**src/rtl/busca_instrucao.sv**
```systemverilog
// ---------------------------------------------------------------------------
// busca_instrucao
// Instruction fetch stage. Reads the current PC, issues a request to the
// instruction memory, hands the returned word to decode and tells the PC
// register which value to load next. Branch/jump redirects from later
// stages override the sequential next-PC, and a memory that never answers
// is retried after a bounded wait.
//
// Parameters
//   LARG_INSTR   instruction word width in bits
//   TIMEOUT      WAIT cycles without mem_ack before giving up (2..255)
//
// Ports
//   clock        rising-edge clock
//   reset        asynchronous active-low reset
//   SaidaPC      current PC value from the PC register
//   EntradaPC    next PC value for the PC register
//   EscPC        PC write enable, single-cycle pulse
//   mem_req      instruction memory request
//   mem_addr     instruction memory address
//   mem_ack      memory data valid
//   mem_data     memory read data
//   InstrOut     fetched instruction
//   InstrValid   InstrOut valid towards decode
//   InstrReady   decode accepts InstrOut
//   DesvioValido branch/jump redirect request
//   DesvioAlvo   redirect target
//   ErroBusca    sticky memory timeout flag
// ---------------------------------------------------------------------------
module busca_instrucao #(
    parameter int LARG_INSTR = 16,
    parameter int TIMEOUT    = 15
) (
    input  logic                  clock,
    input  logic                  reset,
    input  logic [7:0]            SaidaPC,
    output logic [7:0]            EntradaPC,
    output logic                  EscPC,
    output logic                  mem_req,
    output logic [7:0]            mem_addr,
    input  logic                  mem_ack,
    input  logic [LARG_INSTR-1:0] mem_data,
    output logic [LARG_INSTR-1:0] InstrOut,
    output logic                  InstrValid,
    input  logic                  InstrReady,
    input  logic                  DesvioValido,
    input  logic [7:0]            DesvioAlvo,
    output logic                  ErroBusca
);

    typedef enum logic [1:0] {
        IDLE = 2'd0,
        WAIT = 2'd1,
        HOLD = 2'd2
    } state_t;

    // Counter value seen at the end of the last ack-less WAIT cycle allowed.
    localparam logic [7:0] TIMEOUT_LAST = 8'(TIMEOUT - 1);

    state_t                  state, state_nxt;
    logic [7:0]              count, count_nxt;
    logic                    pend_valid, pend_valid_nxt;
    logic [7:0]              pend_alvo, pend_alvo_nxt;
    logic [7:0]              entrada_nxt, addr_nxt;
    logic                    esc_nxt, req_nxt, valid_nxt, erro_nxt;
    logic [LARG_INSTR-1:0]   instr_nxt;
    logic                    redirect;
    logic [7:0]              alvo;

    // Next-state and next-output logic. Every output is a register, so this
    // block computes the value each register takes at the next edge. A
    // redirect arriving in the same cycle as the pending one is newer and
    // therefore wins; EscPC defaults low so it can only ever pulse.
    always_comb begin
        redirect       = DesvioValido | pend_valid;
        alvo           = DesvioValido ? DesvioAlvo : pend_alvo;
        state_nxt      = state;
        count_nxt      = count;
        pend_valid_nxt = pend_valid;
        pend_alvo_nxt  = pend_alvo;
        entrada_nxt    = EntradaPC;
        addr_nxt       = mem_addr;
        esc_nxt        = 1'b0;
        req_nxt        = mem_req;
        valid_nxt      = InstrValid;
        instr_nxt      = InstrOut;
        erro_nxt       = ErroBusca;

        case (state)
            IDLE: begin
                if (DesvioValido) begin
                    entrada_nxt = DesvioAlvo;
                    esc_nxt     = 1'b1;
                end else if (!EscPC) begin
                    // SaidaPC is only trusted once the PC register has
                    // absorbed the previous write.
                    addr_nxt       = SaidaPC;
                    req_nxt        = 1'b1;
                    count_nxt      = 8'd0;
                    pend_valid_nxt = 1'b0;
                    state_nxt      = WAIT;
                end
            end

            WAIT: begin
                if (DesvioValido) begin
                    pend_valid_nxt = 1'b1;
                    pend_alvo_nxt  = DesvioAlvo;
                end
                if (mem_ack) begin
                    req_nxt        = 1'b0;
                    esc_nxt        = 1'b1;
                    pend_valid_nxt = 1'b0;
                    if (redirect) begin
                        // The fetched word belongs to the wrong path.
                        entrada_nxt = alvo;
                        state_nxt   = IDLE;
                    end else begin
                        instr_nxt   = mem_data;
                        valid_nxt   = 1'b1;
                        entrada_nxt = mem_addr + 8'd1;
                        state_nxt   = HOLD;
                    end
                end else if (count == TIMEOUT_LAST) begin
                    erro_nxt       = 1'b1;
                    req_nxt        = 1'b0;
                    pend_valid_nxt = 1'b0;
                    state_nxt      = IDLE;
                    if (redirect) begin
                        entrada_nxt = alvo;
                        esc_nxt     = 1'b1;
                    end
                end else begin
                    count_nxt = count + 8'd1;
                end
            end

            HOLD: begin
                if (DesvioValido) begin
                    valid_nxt   = 1'b0;
                    entrada_nxt = DesvioAlvo;
                    esc_nxt     = 1'b1;
                    state_nxt   = IDLE;
                end else if (InstrReady) begin
                    valid_nxt = 1'b0;
                    state_nxt = IDLE;
                end
            end

            default: begin
                state_nxt = IDLE;
            end
        endcase
    end

    // State and output registers; reset returns everything to an idle,
    // request-free fetch unit so any in-flight memory answer is ignored.
    always_ff @(posedge clock or negedge reset) begin
        if (!reset) begin
            state      <= IDLE;
            count      <= 8'd0;
            pend_valid <= 1'b0;
            pend_alvo  <= 8'd0;
            EntradaPC  <= 8'd0;
            mem_addr   <= 8'd0;
            EscPC      <= 1'b0;
            mem_req    <= 1'b0;
            InstrValid <= 1'b0;
            InstrOut   <= '0;
            ErroBusca  <= 1'b0;
        end else begin
            state      <= state_nxt;
            count      <= count_nxt;
            pend_valid <= pend_valid_nxt;
            pend_alvo  <= pend_alvo_nxt;
            EntradaPC  <= entrada_nxt;
            mem_addr   <= addr_nxt;
            EscPC      <= esc_nxt;
            mem_req    <= req_nxt;
            InstrValid <= valid_nxt;
            InstrOut   <= instr_nxt;
            ErroBusca  <= erro_nxt;
        end
    end

endmodule

```
**config.mk**
```make
export PLATFORM = sky130hd
export DESIGN_NAME = busca_instrucao
export DESIGN_NICKNAME = d
export VERILOG_FILES = /design/src/rtl/busca_instrucao.sv
export SDC_FILE = /design/constraint.sdc
export NUM_CORES = 1
export LEC_CHECK = 0
export CORE_MARGIN = 4
export CORE_UTILIZATION = 51
export DETAILED_ROUTE_END_ITERATION = 10
export PLACE_DENSITY_LB_ADDON = 0.05
export SLEW_MARGIN = 20
export SYNTH_ARGS = -nofsm -noshare
export SYNTH_HDL_FRONTEND = slang
export SYNTH_SLANG_ARGS = --single-unit
export TNS_END_PERCENT = 5
```
**constraint.sdc**
```tcl
create_clock -name clock -period 4 [get_ports clock]
set_input_delay 0.8 -clock clock [delete_from_list [all_inputs] [get_ports clock]]
set_output_delay 0.8 -clock clock [all_outputs]
set_load 0.01 [all_outputs]
```
==> results of run 1 <==
-- cells by family (layout without fill, tap and decap cells) --
logic type	Yosys count	in the layout
and+or+nand+nor	86	86
DFF	55	55
AOI/OAI and AO/OA	49	49
muxes	30	30
buffers and inverters	18	91
adders and majority gates	3	3
xor gates and xnor gates	2	2
-- metal layers --
metal | wire length (um) | part of all wire [%]
met1 | 2620 | 42
met2 | 3050 | 49
met3 | 525 | 8.4
met4 | 63 | 1.0
met5 | 0 | 0
-- state kept, by name, indices dropped and copies added (netlist names) --
register / flops
InstrOut: 16
state: 2
pend_valid: 1
mem_req: 1
count: 8
mem_addr: 8
ErroBusca: 1
EscPC: 1
EntradaPC: 8
pend_alvo: 8
InstrValid: 1
-- worst max-delay path, stage by stage --
cell	delay [ns]
clkdlybuf4s50_1	0.41
buf_4	0.20
nor3b_1	0.74
buf_4	0.27
and4_1	0.20
o32ai_1	0.09
mux2_4	0.29
-- cells in the mapped netlist (3+ instances only) --
master    instances
nor2_1           11
a211oi_1          3
dfrtp_1          55
and3_1            3
o211ai_1          4
clkbuf_1          8
a21o_1            3
nor3_1            4
buf_2             3
and4_1            5
inv_1             5
mux2_2           26
o32ai_1           3
a21oi_1           6
nor2b_1           4
ha_1              3
mux2_4            4
nand2_1          35
o21ai_0          20
nand3_1           6
-- through the flow --
step / setup WS (ns) / total power, W / instance area, um^2 / hold WS [ns]
finish: 1.19 / 0.00226 / 3530 / 0.395
global route: 1.08 / 0.00243 / 3530 / 0.407
CTS: 1.20 / 0.00228 / 3510 / 0.471
detailed placement: 0.862 / 0.00196 / 3410 / 0.448
global placement: 1.09 / 0.00193 / 3410 / 0.444
floorplan: 1.76 / 0.00144 / 2630 / 0.446
-- worst max-delay path by stage --
stage,start,to,slack (ns),cells after the start
2_1_floorplan,DesvioValido,EntradaPC[7]$_DFFE_PN0P_,1.76,6
3_3_place_gp,DesvioValido,EntradaPC[6]$_DFFE_PN0P_,1.09,7
3_5_place_dp,DesvioValido,InstrOut[3]$_DFFE_PN0P_,0.86,5
4_1_cts,DesvioValido,InstrOut[0]$_DFFE_PN0P_,1.20,5
5_1_grt,DesvioValido,InstrOut[7]$_DFFE_PN0P_,1.08,5
6_report,DesvioValido,EntradaPC[6]$_DFFE_PN0P_,1.19,7
-- layout make-up --
cell class | count | area [um^2] | share of cell area, %
Sequential cell | 55 | 1380 | 39.0
Tap cell | 67 | 83.8 | 2.38
Clock inverter | 3 | 23.8 | 0.674
Multi-Input combinational cell | 170 | 1180 | 33.5
Inverter | 6 | 27.5 | 0.780
Clock buffer | 5 | 68.8 | 1.95
Timing Repair Buffer | 77 | 766 | 21.7
-- power groups by stage --
| stage | Sequential (W) | Clock (W) | Combinational (W) |
|---|---|---|---|
| after global placement | 0.000984 | 0 | 0.000945 |
| after CTS | 0.000982 | 0.000324 | 0.000974 |
| after floorplan | 0.00101 | 0 | 0.000426 |
| after detailed placement | 0.000992 | 0 | 0.000968 |
| final | 0.000985 | 0.000315 | 0.000963 |
| after global routing | 0.00103 | 0.000351 | 0.00105 |
==> impl_metrics.yaml, run 1 <==
grt:
  use_met2_pct: 34.2
  grt_pass1_wl_mm: 10.5
  grt_pass1_vias: 2159
  busiest_layer: "met2"
  antenna_found_initial: 0
  grt_use_met3_pct: 7.79
  gr-usage-met1_pct: 27.1
  grt_max_degree: 45
  gr-total-overflow: 0
  grt_usage_pct: 21.3
logic_synthesis:
  ys_warn_count: 0
  syn_area_mm2: 0.00263
  synth_compound_area_share_pct: 12.2
  synth_cell_types: 48
  synthFlopType: "dfrtp_1"
  syn-num-nets: 283
  synth_top_family_by_area: "simple AND/OR/NAND/NOR gates"
  syn_avg_cell_area_um2: 10.8
  synthMuxAreaShare_pct: 13.4
  synth_top_area_share_pct: 52.3
  yosys.area_share.simple_pct: 17.0
  synth-edff-count: 0
  postSynth.asyncResetShare_pct: 100
  synth_xor_area_share_pct: 0.666
  yosysTopAreaCell: "dfrtp_1"
  synth.area.top_cells: "dfrtp_1 52%, mux2_2 11%, nand2_1 5.0%, o21ai_0 3.8%, mux2_4 2.3%"
  ys_ff_latch: 55
  synth_seq_area_share_pct: 52.3
  synthAdderAreaFrac_pct: 1.43
  postSynthCellCount: 243
drt:
  num_vias: 2124
  post_drt_wl_per_cell_um: 16.3
  ant_nets: 0
  drc: 0
  vias_per_cell: 5.55
  dr.pass1.iters: 4
  drtIter0Drc: 142
  postRouteWirelength_mm: 6.26
worst_setup_path:
  crit-reg2reg-launch: "state[0]$_DFFE_PN0P_"
  reg2reg_slack_ns: 1.69
  cp-end-kind: "flip-flop"
  rr_endpoint: "count[5]$_DFFE_PN0P_"
  reg2reg_depth: 4
  crit_fanout: 17
  worstPathArrival_ns: 3.01
  path_class: "in2reg"
  cp.required_ns: 4.20
  critPathLaunchType: "input pin"
placed_design:
  dp_hpwl_mm: 4.50
  port_buffers: 72
  place.gp.congestion: 0.830
  dp_cells: 374
sta:
  fmax_mhz: 356
  skew_ns: 0.0128
  finalSetupViolations: 0
  relSlewSlack_pct: 40.9
  hold_viol: 0
  fin_crit_ns: 2.81
  finalCritPeriodShare_pct: 70.1
  finalSetupTns_ns: 0
  tightest_slew_ns: 0.885
  slew_violations: 0
  rsz0062_at_grt: "false"
clock_network:
  post_cts_resized: 0
  clock_sinks: 55
  hold_buffers: 0
  cts_inserted_buffers: 5
  cts_tree: "built"
  cts_root_buf: "clkbuf_8"
  post_cts_buffers: 0
  worstSkewPairLatency_ns: 0.31
  cts.clk_slew.worst_paths_ns: 0.11
  h-tree-depth: 2
  cts.path.max_buffers: 2
floorplanning:
  ios: 73
  num_rows: 25
  initial_utilization_pct: 54.3
  die_h_um: 79.8
  die-area_mm2: 0.00637
  core_area_mm2: 0.00485
  fp.dieW_um: 79.8
power:
  switching_power_w: 0.000778
  clockPowerShare_pct: 13.9
  seqPwrFrac_pct: 43.5
  switching_share_pct: 34.4
  powerDensity_mw_per_mm2: 642
  intPower_w: 0.00149
  vdd_ir_drop_max_uv: 374
  share_comb_of_total_power_pct: 42.6
  p_leak_nw: 1.54
cells_and_area:
  fin_util_pct: 72.7
  syn2layout_area_growth_pct: 34.0
  layout_commonest_cell: "clkdlybuf4s50_1"
  fillers: 383
  nNetsFinal: 355
  antenna_cells: 0
  drive_above_1_share_pct: 17.7
  layout.cells.non_filler: 383
  layout_common_cells: "71 x clkdlybuf4s50_1, 55 x dfrtp_1, 35 x nand2_1"
job:
  drv_cap: 0
worst_hold_path:
  hold_class: "in2async"
status:
  run_status: "complete, no violations"
No activity file was read; power rests on OpenSTA's default activity.
==> run 2, diff against run 1 <==
CORE_UTILIZATION = 43   (was 51)
clock period = 2.55 ns   (was 4 ns; I/O delays follow)
==> run 2 against run 1 <==
  * Non-clock buffer count increased by 6
  * Via count is 1.7% lower
  * Sequential cell count is the same
  * Critical path depth did not move
  * Global-route usage shrank 2.8 points
==> impl_metrics.yaml, run 2 (synthesis gave the netlist of run 1 again) <==
drt:
  drtIter0Drc: 64
  ant_nets: 0
  post_drt_wl_per_cell_um: 16.1
  postRouteWirelength_mm: 6.36
  dr.pass1.iters: 4
  drc: 0
  num_vias: 2088
  vias_per_cell: 5.27
cells_and_area:
  nNetsFinal: 361
  antenna_cells: 0
  largest_reg_flops: 16
  register_area_mm2: 0.00138
  layout_commonest_cell: "clkdlybuf4s50_1"
  syn2layout_area_growth_pct: 36.2
  layout_common_cells: "71 x clkdlybuf4s50_1, 55 x dfrtp_1, 35 x nand2_1"
  drive_above_1_share_pct: 19.0
  multi_input_area_mm2: 0.00118
  fillers: 505
  regMostFlops: "InstrOut"
sta:
  setup_ws_ns: 0.349
  finalCritPeriodShare_pct: 86.3
  rsz0062_at_grt: "false"
  slew_violations: 0
  fmax_mhz: 454
  relSlewSlack_pct: 54.2
  tightest_slew_ns: 0.681
  hold_viol: 0
  finalSetupViolations: 0
  whs_ns: 0.202
  fin_crit_ns: 2.20
  finalSetupTns_ns: 0
  skew_ns: 0.00828
clock_network:
  cts.clk_slew.worst_paths_ns: 0.10
  cts_root_buf: "clkbuf_8"
  hold_buffers: 0
  cts.path.max_buffers: 2
  h-tree-depth: 2
  worstSkewPairLatency_ns: 0.31
  post_cts_resized: 0
  clock_sinks: 55
  cts_tree: "built"
  cts_inserted_buffers: 5
  post_cts_buffers: 0
worst_setup_path:
  path_buf_inv: 2
  cp.required_ns: 2.76
  crit-reg2reg-launch: "count[0]$_DFFE_PN0P_"
  max_stage_delay_ns: 0.50
  path_class: "reg2reg"
  critPathLaunchType: "flip-flop"
  worstPathArrival_ns: 2.41
  cp-end-kind: "flip-flop"
  crit_fanout: 5
  cp_slowest_cell: "or4b_1"
  cp_cell_sequence: "inv_1 -> ha_1 -> or4b_1 -> o211a_4 -> or2_4 -> clkinv_4 -> mux2_4"
  crit_start: "count[0]$_DFFE_PN0P_"
  crit_family: "simple AND/OR/NAND/NOR gates"
power:
  powerDensity_mw_per_mm2: 1020
  finalPower_w: 0.00365
  vdd_ir_drop_max_uv: 577
  p_leak_nw: 1.57
placed_design:
  pre_cts_ws_ns: 0.151
  place.gp.congestion: 0.783
  port_buffers: 72
  dp_hpwl_mm: 4.69
floorplanning:
  die-area_mm2: 0.00743
  initial_utilization_pct: 44.4
  core_area_mm2: 0.00592
  ios: 73
  fp.dieW_um: 86.2
  num_rows: 28
  die_h_um: 86.2
status:
  run_status: "complete, no violations"
grt:
  antenna_found_initial: 0
  grt_pass1_vias: 2141
  gr-total-overflow: 0
  grt_max_degree: 29
  grt_pass1_wl_mm: 10.8
  grt_usage_pct: 18.5
worst_hold_path:
  hold_class: "in2async"
job:
  drv_cap: 0
run 2: final cells by class:
class | count | share of cell area (%)
Clock inverter | 2 | 1.05
Sequential cell | 55 | 38.4
Multi-Input combinational cell | 170 | 33.0
Tap cell | 75 | 2.62
Clock buffer | 5 | 1.92
Inverter | 6 | 0.768
Timing Repair Buffer | 83 | 22.3
run 2: final timing paths:
kind                                            endpoint  slack, ns  cells after the start
worst min-delay path                count[6]$_DFFE_PN0P_       0.20                      1
max in group asynchronous        InstrOut[2]$_DFFE_PN0P_       1.68                      2
worst min register to register  pend_alvo[7]$_DFFE_PN0P_       0.49                      2
min in group clock              pend_alvo[7]$_DFFE_PN0P_       0.49                      2
worst max-delay path            EntradaPC[6]$_DFFE_PN0P_       0.35                      7
worst max register to register  EntradaPC[6]$_DFFE_PN0P_       0.35                      7
run 2: power by group:
group,switching (W),internal [W],total [W],leakage (nW)
sequential,0.000311,0.00123,0.00154,0.684
clock,0.000299,0.000288,0.000587,0.0502
combinational,0.000602,0.000919,0.00152,0.835
run 2: layer usage:
layer	part of all wire (%)	GRT usage [%]	vias to the layer above
met5	0	0	-
met4	0.94	4.25	0
met3	6.1	4.94	5
met2	46	30.0	51
met1	47	25.1	1007
li1	-	-	1025
run 2: through the flow:
stage	utilization (%)	instance area, um^2	instances
global route	60.5	3580	396
CTS	60.5	3580	396
global placement	58.7	3480	389
detailed placement	58.7	3480	389
finish	60.5	3580	396
floorplan	-	2630	243
==> run 3, diff against run 2 <==
RECOVER_POWER = 25   (was not set)
==> run 3 against run 2 <==
  * The run now ends with capacitance limit, slew limit left
  * Critical path depth is the same
  * Wire length hardly changed
  * Maximum frequency barely moved
  * Combinational power about the same
  * Non-clock buffer count stayed put
  * Clock power barely moved
  * Clock skew is 0.0022 ns higher
  * Via count down 1.0%
  * Final area fell by 0.21%
  * Critical path type unchanged
==> impl_metrics.yaml, run 3 (synthesis gave the netlist of run 1 again) <==
placed_design:
  dp_hpwl_mm: 4.69
  port_buffers: 72
  place.gp.congestion: 0.783
cells_and_area:
  fillers: 506
  layout_commonest_cell: "clkdlybuf4s50_1"
  nNetsFinal: 361
  syn2layout_area_growth_pct: 35.9
  drive_above_1_share_pct: 18.4
  register_area_mm2: 0.00138
  antenna_cells: 0
  layout_common_cells: "71 x clkdlybuf4s50_1, 55 x dfrtp_1, 35 x nand2_1"
  multi_input_area_mm2: 0.00118
  regMostFlops: "InstrOut"
  largest_reg_flops: 16
worst_setup_path:
  reg2reg_depth: 7
  crit_fanout: 5
  crit_start: "count[0]$_DFFE_PN0P_"
  critPathLaunchType: "flip-flop"
  cp-end-kind: "flip-flop"
  worstPathArrival_ns: 2.41
  max_stage_delay_ns: 0.50
  rr_endpoint: "EntradaPC[6]$_DFFE_PN0P_"
  cp_slowest_cell: "or4b_1"
  crit-reg2reg-launch: "count[0]$_DFFE_PN0P_"
  path_buf_inv: 2
  crit_family: "simple AND/OR/NAND/NOR gates"
  cp.required_ns: 2.76
  cp_cell_sequence: "inv_1 -> ha_1 -> or4b_1 -> o211a_4 -> or2_4 -> clkinv_4 -> mux2_4"
  path_class: "reg2reg"
  reg2reg_slack_ns: 0.35
grt:
  grt_pass1_vias: 2141
  antenna_found_initial: 0
  gr-total-overflow: 0
  grt_max_degree: 29
  grt_usage_pct: 18.5
  grt_pass1_wl_mm: 10.8
worst_hold_path:
  hold_class: "reg2reg"
  worstHoldPathCells: 2
  whs_endpoint: "pend_alvo[7]$_DFFE_PN0P_"
  min_from: "pend_alvo[7]$_DFFE_PN0P_"
floorplanning:
  num_rows: 28
  initial_utilization_pct: 44.4
  die-area_mm2: 0.00743
  die_h_um: 86.2
  core_area_mm2: 0.00592
  ios: 73
  fp.dieW_um: 86.2
power:
  p_leak_nw: 1.56
  vdd_ir_drop_max_uv: 577
  powerDensity_mw_per_mm2: 1020
sta:
  whs_ns: 0.485
  finalCritPeriodShare_pct: 86.3
  fmax_mhz: 454
  skew_ns: 0.0105
  tightest_slew_ns: 1.51
  slew_violations: 29
  finalSetupTns_ns: 0
  finalSetupViolations: 0
  fin_crit_ns: 2.20
  hold_viol: 0
  relSlewSlack_pct: -0.805
  rsz0062_at_grt: "false"
clock_network:
  cts_tree: "built"
  worstSkewPairLatency_ns: 0.31
  clock_sinks: 55
  hold_buffers: 0
  cts_inserted_buffers: 5
  cts.clk_slew.worst_paths_ns: 0.10
  cts_root_buf: "clkbuf_8"
  post_cts_buffers: 0
  post_cts_resized: 0
  cts.path.max_buffers: 2
  h-tree-depth: 2
drt:
  postRouteWirelength_mm: 6.36
  vias_per_cell: 5.22
  ant_nets: 0
  dr.pass1.iters: 4
  drc: 0
  num_vias: 2067
  drtIter0Drc: 66
  post_drt_wl_per_cell_um: 16.1
status:
  run_status: "finished with violations"
  violations: "capacitance limit, slew limit"
job:
  drv_cap: 1
-- run 3: layout make-up --
cell class / count / area share, %
clock buffer: 5 / 1.92
clock inverter: 2 / 1.05
inverter: 6 / 0.770
multi-input combinational: 170 / 33.0
sequential: 55 / 38.5
tap: 75 / 2.62
timing repair buffer: 83 / 22.1
-- run 3: worst max-delay path by stage --
stage	cells past startpoint	slack (ns)	to
6_report	7	0.35	EntradaPC[6]$_DFFE_PN0P_
5_1_grt	2	0.21	pend_alvo[0]$_DFFE_PN0P_
4_1_cts	7	0.33	EntradaPC[6]$_DFFE_PN0P_
3_5_place_dp	6	0.15	InstrOut[13]$_DFFE_PN0P_
3_3_place_gp	6	0.20	InstrOut[14]$_DFFE_PN0P_
2_1_floorplan	8	0.43	EntradaPC[2]$_DFFE_PN0P_
-- run 3: worst min-delay path, delay by kind of cell, from the launching register on --
kind,cells,cell delay (ns)
AO/OA/AOI/OAI,1,0.06
AND/OR/NAND/NOR,1,0.04
flip-flops,1,0.35
-- run 3: where the power goes --
part / switching (W) / internal [W]
logic: 0.000600 / 0.000917
registers: 0.000312 / 0.00123
clock network: 0.000298 / 0.000288
-- run 3: per-stage QoR --
| stage | util, % | power, W | setup WS, ns | instances | area, um^2 |
|---|---|---|---|---|---|
| 3_5_place_dp | 58.7 | 0.00310 | 0.151 | 389 | 3480 |
| 3_3_place_gp | 58.7 | 0.00307 | 0.202 | 389 | 3480 |
| 5_1_grt | 60.4 | 0.00391 | 0.209 | 396 | 3580 |
| 2_1_floorplan | - | 0.00226 | 0.427 | 243 | 2630 |
| 4_1_cts | 60.5 | 0.00369 | 0.333 | 396 | 3580 |
| 6_report | 60.4 | 0.00364 | 0.350 | 396 | 3580 |
-- run 3: per-layer routing --
| layer | GRT usage [%] | vias up | part of all wire [%] |
|---|---|---|---|
| li1 | - | 1023 | - |
| met1 | 25.1 | 991 | 46 |
| met2 | 30.0 | 46 | 46 |
| met3 | 4.94 | 7 | 6.3 |
| met4 | 4.25 | 0 | 1.1 |
| met5 | 0 | - | 0 |
